`config.mk`:
```
export PLATFORM = sky130hd
export DESIGN_NAME = hazard_scoreboard
export DESIGN_NICKNAME = d
export VERILOG_FILES = /design/src/rtl/hazard_scoreboard.sv
export SDC_FILE = /design/constraint.sdc
export NUM_CORES = 1
export LEC_CHECK = 0
export ABC_AREA = 1
export BUFFER_PORTS_ARGS = -buffer_cell sky130_fd_sc_hd__buf_4
export CAP_MARGIN = 25
export CORE_UTILIZATION = 40
export CTS_CLUSTER_SIZE = 12
export DETAILED_ROUTE_END_ITERATION = 8
export MAX_ROUTING_LAYER = met4
export SLEW_MARGIN = 20
export SYNTH_ARGS = -nofsm -noshare
export SYNTH_HDL_FRONTEND = slang
export SYNTH_SLANG_ARGS = --single-unit
```
`constraint.sdc`:
```
create_clock -name clk -period 2.5 [get_ports clk]
set_clock_uncertainty 0.15 [all_clocks]
set_input_delay 0.375 -clock clk [delete_from_list [all_inputs] [get_ports clk]]
set_output_delay 0.375 -clock clk [all_outputs]
set_load 0.05 [all_outputs]
```
`src/rtl/hazard_scoreboard.sv`:
```
// Tracks in-flight destination registers (EX/MEM/WB) for forwarding, detects
// load-use hazards and drives stall/bubble controls; zero added latency, mem_busy freezes all state.
module hazard_scoreboard #(
  parameter int REG_AW = 5,
  parameter int CNT_W  = 16
) (
  input  logic              clk,
  input  logic              rst,
  input  logic              id_valid,
  input  logic [REG_AW-1:0] id_rs,
  input  logic [REG_AW-1:0] id_rt,
  input  logic              id_use_rs,
  input  logic              id_use_rt,
  input  logic [REG_AW-1:0] id_rd,
  input  logic              id_is_load,
  input  logic              flush,
  input  logic              mem_busy,
  input  logic              cnt_clr,
  output logic [REG_AW-1:0] RD_EX,
  output logic [REG_AW-1:0] RD_MEM,
  output logic [REG_AW-1:0] RD_WB,
  output logic              pc_we,
  output logic              ifid_we,
  output logic              idex_bubble,
  output logic [CNT_W-1:0]  stall_cnt
);

  typedef struct packed {
    logic              v;
    logic [REG_AW-1:0] rd;
    logic              ld;
  } ex_slot_t;

  // The load flag only matters while the instruction sits in EX, so the
  // later slots carry just valid and destination.
  typedef struct packed {
    logic              v;
    logic [REG_AW-1:0] rd;
  } fwd_slot_t;

  localparam logic [CNT_W-1:0] CNT_MAX = '1;

  ex_slot_t  ex_q;
  fwd_slot_t mem_q;
  fwd_slot_t wb_q;

  logic src_hit;
  logic lu;
  logic ex_load;

  always_comb begin
    src_hit = (id_use_rs && (ex_q.rd == id_rs)) ||
              (id_use_rt && (ex_q.rd == id_rt));
    lu      = id_valid && !flush && ex_q.v && ex_q.ld &&
              (ex_q.rd != '0) && src_hit;
    ex_load = id_valid && !lu && !flush;
  end

  assign pc_we       = !(lu || mem_busy);
  assign ifid_we     = !(lu || mem_busy);
  assign idex_bubble = !mem_busy && (lu || flush);

  assign RD_EX  = ex_q.v  ? ex_q.rd  : '0;
  assign RD_MEM = mem_q.v ? mem_q.rd : '0;
  assign RD_WB  = wb_q.v  ? wb_q.rd  : '0;

  always_ff @(posedge clk or negedge rst) begin
    if (!rst) begin
      ex_q  <= '0;
      mem_q <= '0;
      wb_q  <= '0;
    end else if (!mem_busy) begin
      wb_q  <= mem_q;
      mem_q <= '{v: ex_q.v, rd: ex_q.rd};
      if (ex_load) begin
        ex_q <= '{v: 1'b1, rd: id_rd, ld: id_is_load};
      end else begin
        ex_q <= '0;
      end
    end
  end

  always_ff @(posedge clk or negedge rst) begin
    if (!rst) begin
      stall_cnt <= '0;
    end else if (cnt_clr) begin
      stall_cnt <= '0;
    end else if (lu && !mem_busy && (stall_cnt != CNT_MAX)) begin
      stall_cnt <= stall_cnt + CNT_W'(1);
    end
  end

endmodule

```
==> Word-level counts from Yosys, hierarchy flattened <==
Cells that the tools add are included.
{ "totals": {"register_bits": 35, "inputBits": 24, "output_inout_bits": 34, "word_cells": 39} }
{ "classes": {"add_sub_neg": 1, "eq_ne": 3, "mux": 6, "reduce_logical": 21} }
{ "ops": {"columns": ["op", "n"], "rows": [
  ["2-to-1 mux 16 bit", 2],
  ["adder 16 x 1 -> 16 bit, second input constant", 1],
  ["!= test 16 bit, second input constant", 1],
  ["2-to-1 mux 5 bit", 3],
  ["logical AND 1 bit", 12],
  ["== test 5 bit", 2],
  ["2-to-1 mux 7 bit", 1],
  ["nonzero test 5 bit", 1],
  ["logical NOT 1 bit", 4],
  ["logical OR 1 bit", 3],
  ["nonzero test 2 bit", 1]
]} }

==> Depth between registers and ports, before layout <==
{ "logic_depth": {"word_depth": 10, "ltp_mapped": 11, "depth_no_buf": 10} }

==> Least setup slack after synthesis <==
OpenSTA, ideal clock, no wires.
{ "synth_timing": {"path_type": "reg2out", "from": "register ex_q[1] (netlist name)", "to": "output port pc_we", "t_arrival_ps": 1970, "slack_ps": 5, "path_stages_with_launch": 8, "path_buffers": 2, "path_cell_list": "dfrtp_1 > buf_2 > nor2_1 > nand4_1 > nand3_1 > inv_2 > a21oi_1 > buf_4"} }
{ "synth_via": {"elab_chain_cells": 6, "word_cells_on_any_way": 10, "cone_classes": "eq/ne: 2; reduce/logical: 8"} }
{ "synth_lines": {"columns": ["item", "line_no", "source"], "rows": [
  ["start, declared", "43", "ex_slot_t ex_q;"],
  ["start signal, assigned", "76", "ex_q <= '{v: 1'b1, rd: id_rd, ld: id_is_load};"],
  ["== test 5 bit, on equally long branches", "52, 53", null],
  ["logical AND 1 bit, on equally long branches", "52, 53", null],
  ["logical OR 1 bit", "52", "src_hit = (id_use_rs && (ex_q.rd == id_rs)) ||"],
  ["logical AND 1 bit (*)", "55", "(ex_q.rd != '0) && src_hit;"],
  ["logical OR 1 bit (*)", null, null],
  ["logical NOT 1 bit (*)", null, null],
  ["end, declared", "22", "output logic pc_we,"]
]} }
Mark *: on every way between the ends. The rest lies on a longest branch, timed or not.

==> Worst setup path after layout <==
{ "layout_timing": {"from": "register ex_q[6] (netlist name)", "to": "output port idex_bubble"} }
{ "layout_via": {"elab_chain_cells": 6} }
{ "layout_lines": {"columns": ["item", "line_no", "source"], "rows": [
  ["logical AND 1 bit (3 in series)", "54", "lu = id_valid && !flush && ex_q.v && ex_q.ld &&"],
  ["logical AND 1 bit", "55", null],
  ["logical OR 1 bit", "61", "assign idex_bubble = !mem_busy && (lu || flush);"],
  ["logical AND 1 bit", "61", null],
  ["end, declared", "24", "output logic idex_bubble,"]
]} }
Every way passes these cells.

==> results.json <==
{
  "holdPathEnd": "ex_q[4]",
  "power_density_nw_per_um2": 446,
  "layout_common_cells": "nand2_1, buf_4, inv_1, dfrtp_1, nand3_1",
  "synth_area_per_cell_sq_um": 7.07,
  "rsz0062_at_grt": "false",
  "rows": 26,
  "yosysUniqueCellTypes": 27,
  "place_ws_ps": 545,
  "hold_class": "in2reg",
  "crit_fanout": 6,
  "gr-usage-met1_pct": 22.6,
  "slew_headroom_pct": 69.2,
  "dpl.cell_count": 432,
  "io_pins": 58,
  "holdPathStages": 3,
  "dr.pass1.iters": 4,
  "synth_cells": 315,
  "via_per_inst": 4.68,
  "setup_tns_ps": 0,
  "status": "finished clean",
  "vias": 2063,
  "r2r_end": "stall_cnt[7]",
  "use_met2_pct": 34.4,
  "crit_chain": "inv_2, nor3_1, nand3_1, inv_2, nand2_4, a21oi_1, buf_4",
  "clockBufferDepth": 2,
  "finalSetupViolCount": 0,
  "critPathKind": "reg2out",
  "final.min_clock_period_ps": 2260,
  "worst_slack_ps": 236,
  "cts_resized": 0,
  "hold_viol_final": 0,
  "gr-total-overflow": 0,
  "diodes": 0,
  "drt-wirelength-per-cell_microns": 11.8,
  "synth_area_leaders": "dfrtp_1, nand2_1, inv_1, nand3_1, nand3_2",
  "fin_cells": 441,
  "portBuffers": 57,
  "drc": 0,
  "wl_microns": 5210,
  "ys_seq_area_share_pct": 39.3,
  "arrival_ps": 1740,
  "synth_top_area_share_pct": 39.3,
  "grt_max_degree": 36,
  "die_y_microns": 76.6,
  "grt_pass1_vias": 2028,
  "required_ps": 1980,
  "fp.dieW_microns": 76.6,
  "htree_levels": 2,
  "path_buf_inv": 3,
  "slowest_delay_ps": 490,
  "post_cts_buffers": 0,
  "grt_pass1_wl_microns": 9020,
  "design.core.area_sq_um": 5240,
  "hp-start": "id_rd[3]",
  "hold_buffers": 1,
  "gp_congestion": 0.835,
  "crit-reg2reg-launch": "stall_cnt[0]",
  "cts_tree": "done",
  "p_leak_nw": 1.68,
  "busiest_layer": "met2",
  "cts_root_buf": "clkbuf_8",
  "syn-num-nets": 340,
  "ys.warnings.count": 0,
  "fillers": 551,
  "synth_area_sq_um": 2230,
  "r2r_slack_ps": 590,
  "drv_slew": 0,
  "crit_path_start_kind": "register",
  "r2r_cells": 9,
  "cts.clk_slew.worst_paths_ps": 70,
  "place_area_sq_um": 2680,
  "initial_core_util_pct": 42.5,
  "final_antenna_net_count": 0,
  "hpwl_microns": 3750,
  "clkSinkCount": 35,
  "worst_pin_slew_ps": 461,
  "timing.final.crit_share_pct": 90.6,
  "met3_usage_pct": 3.71,
  "synth_seq_cells": 35,
  "clock_latency_ps": 290,
  "cap_violations": 0,
  "grtUsageTotal_pct": 19.5,
  "numCtsBuffers": 5,
  "area_delta_synth_final_pct": 25.1,
  "antenna_found_initial": 0,
  "max_freq_mhz": 442,
  "cp_common_cell": "inv_2",
  "first_iter_violations": 66,
  "nets": 395,
  "worst_path_max_delay_cell": "dfrtp_1",
  "crit_family": "flip-flops",
  "dieArea_sq_um": 5870,
  "yosysTopAreaCell": "dfrtp_1",
  "final_common_cell": "nand2_1",
  "ir_worst_vdd_mv": 0.273,
  "drive_above_1_share_pct": 24.0,
  "finish.instance_area_sq_um": 2790,
  "critPathCaptureType": "output port"
}
per-layer routing:
metal / part of all wire (%) / up-vias
li1: - / 1065
met1: 45 / 947
met5: 0 / -
met3: 3.5 / 6
met2: 50 / 45
met4: 0.90 / 0
power by group:
part	internal, W	leakage [nW]	switching [W]
clock network	0.000252	0.0515	0.000210
registers	0.000588	0.479	0.0000248
logic	0.0000609	1.15	0.000108
total	0.000901	1.68	0.000343
cell type report:
type | count | area [sq um] | share of cell area (%)
clock buffer | 8 | 100 | 3.59
inverter | 62 | 233 | 8.36
multi-input combinational | 207 | 1040 | 37.5
sequential | 35 | 876 | 31.4
tap | 70 | 87.6 | 3.14
timing repair buffer | 59 | 445 | 16.0
worst max-delay path by stage:
stage / start / end / cells after the start
3_3_place_gp: ex_q[6] / idex_bubble / 7
3_5_place_dp: ex_q[6] / idex_bubble / 7
4_1_cts: ex_q[6] / idex_bubble / 7
5_1_grt: ex_q[6] / idex_bubble / 7
2_1_floorplan: ex_q[1] / pc_we / 7
6_report: ex_q[6] / idex_bubble / 7
synth_stat cells:
library cell,count
a21oi_1,3
a22oi_1,1
buf_12,1
buf_2,4
buf_4,1
buf_6,1
clkbuf_1,4
dfrtp_1,35
ha_1,1
inv_1,56
inv_2,6
nand2_1,102
nand2_2,3
nand2_4,2
nand3_1,34
nand3_2,8
nand3_4,1
nand4_1,2
nand4_4,1
nor2_1,18
nor2_2,1
nor2_4,1
nor2_8,1
nor3_1,4
o21ai_0,14
xnor2_1,1
xor2_1,9
kinds of logic (layout without fill, tap and decap cells):
logic type | after synthesis | count (layout) | share of synthesized area [%]
AO/OA/AOI/OAI | 18 | 18 | 4.16
XOR/XNOR | 10 | 10 | 3.94
adder cells (fa/ha/maj) | 1 | 1 | 0.562
buffers and inverters | 73 | 129 | 13.8
flip-flops | 35 | 35 | 39.3
AND/OR/NAND/NOR | 178 | 178 | 38.2
per-stage QoR:
step	total power, W	util (%)	hold slack (ps)
floorplan	0.000720	-	-70.6
global placement	0.000792	51.1	210
detailed placement	0.000794	51.1	214
CTS	0.00125	53.2	196
global route	0.00130	53.2	216
finish	0.00124	53.2	195
tightest hold or removal path: stages:
cell and delay (ps):
buf_4 100, inv_1 40, o21ai_0 70
registers in the layout, summed over array words and instances, names as in the netlist:
| name | cells |
|---|---|
| ex_q | 7 |
| wb_q | 6 |
| stall_cnt | 16 |
| mem_q | 6 |
(Power assumes the default switching activity.)
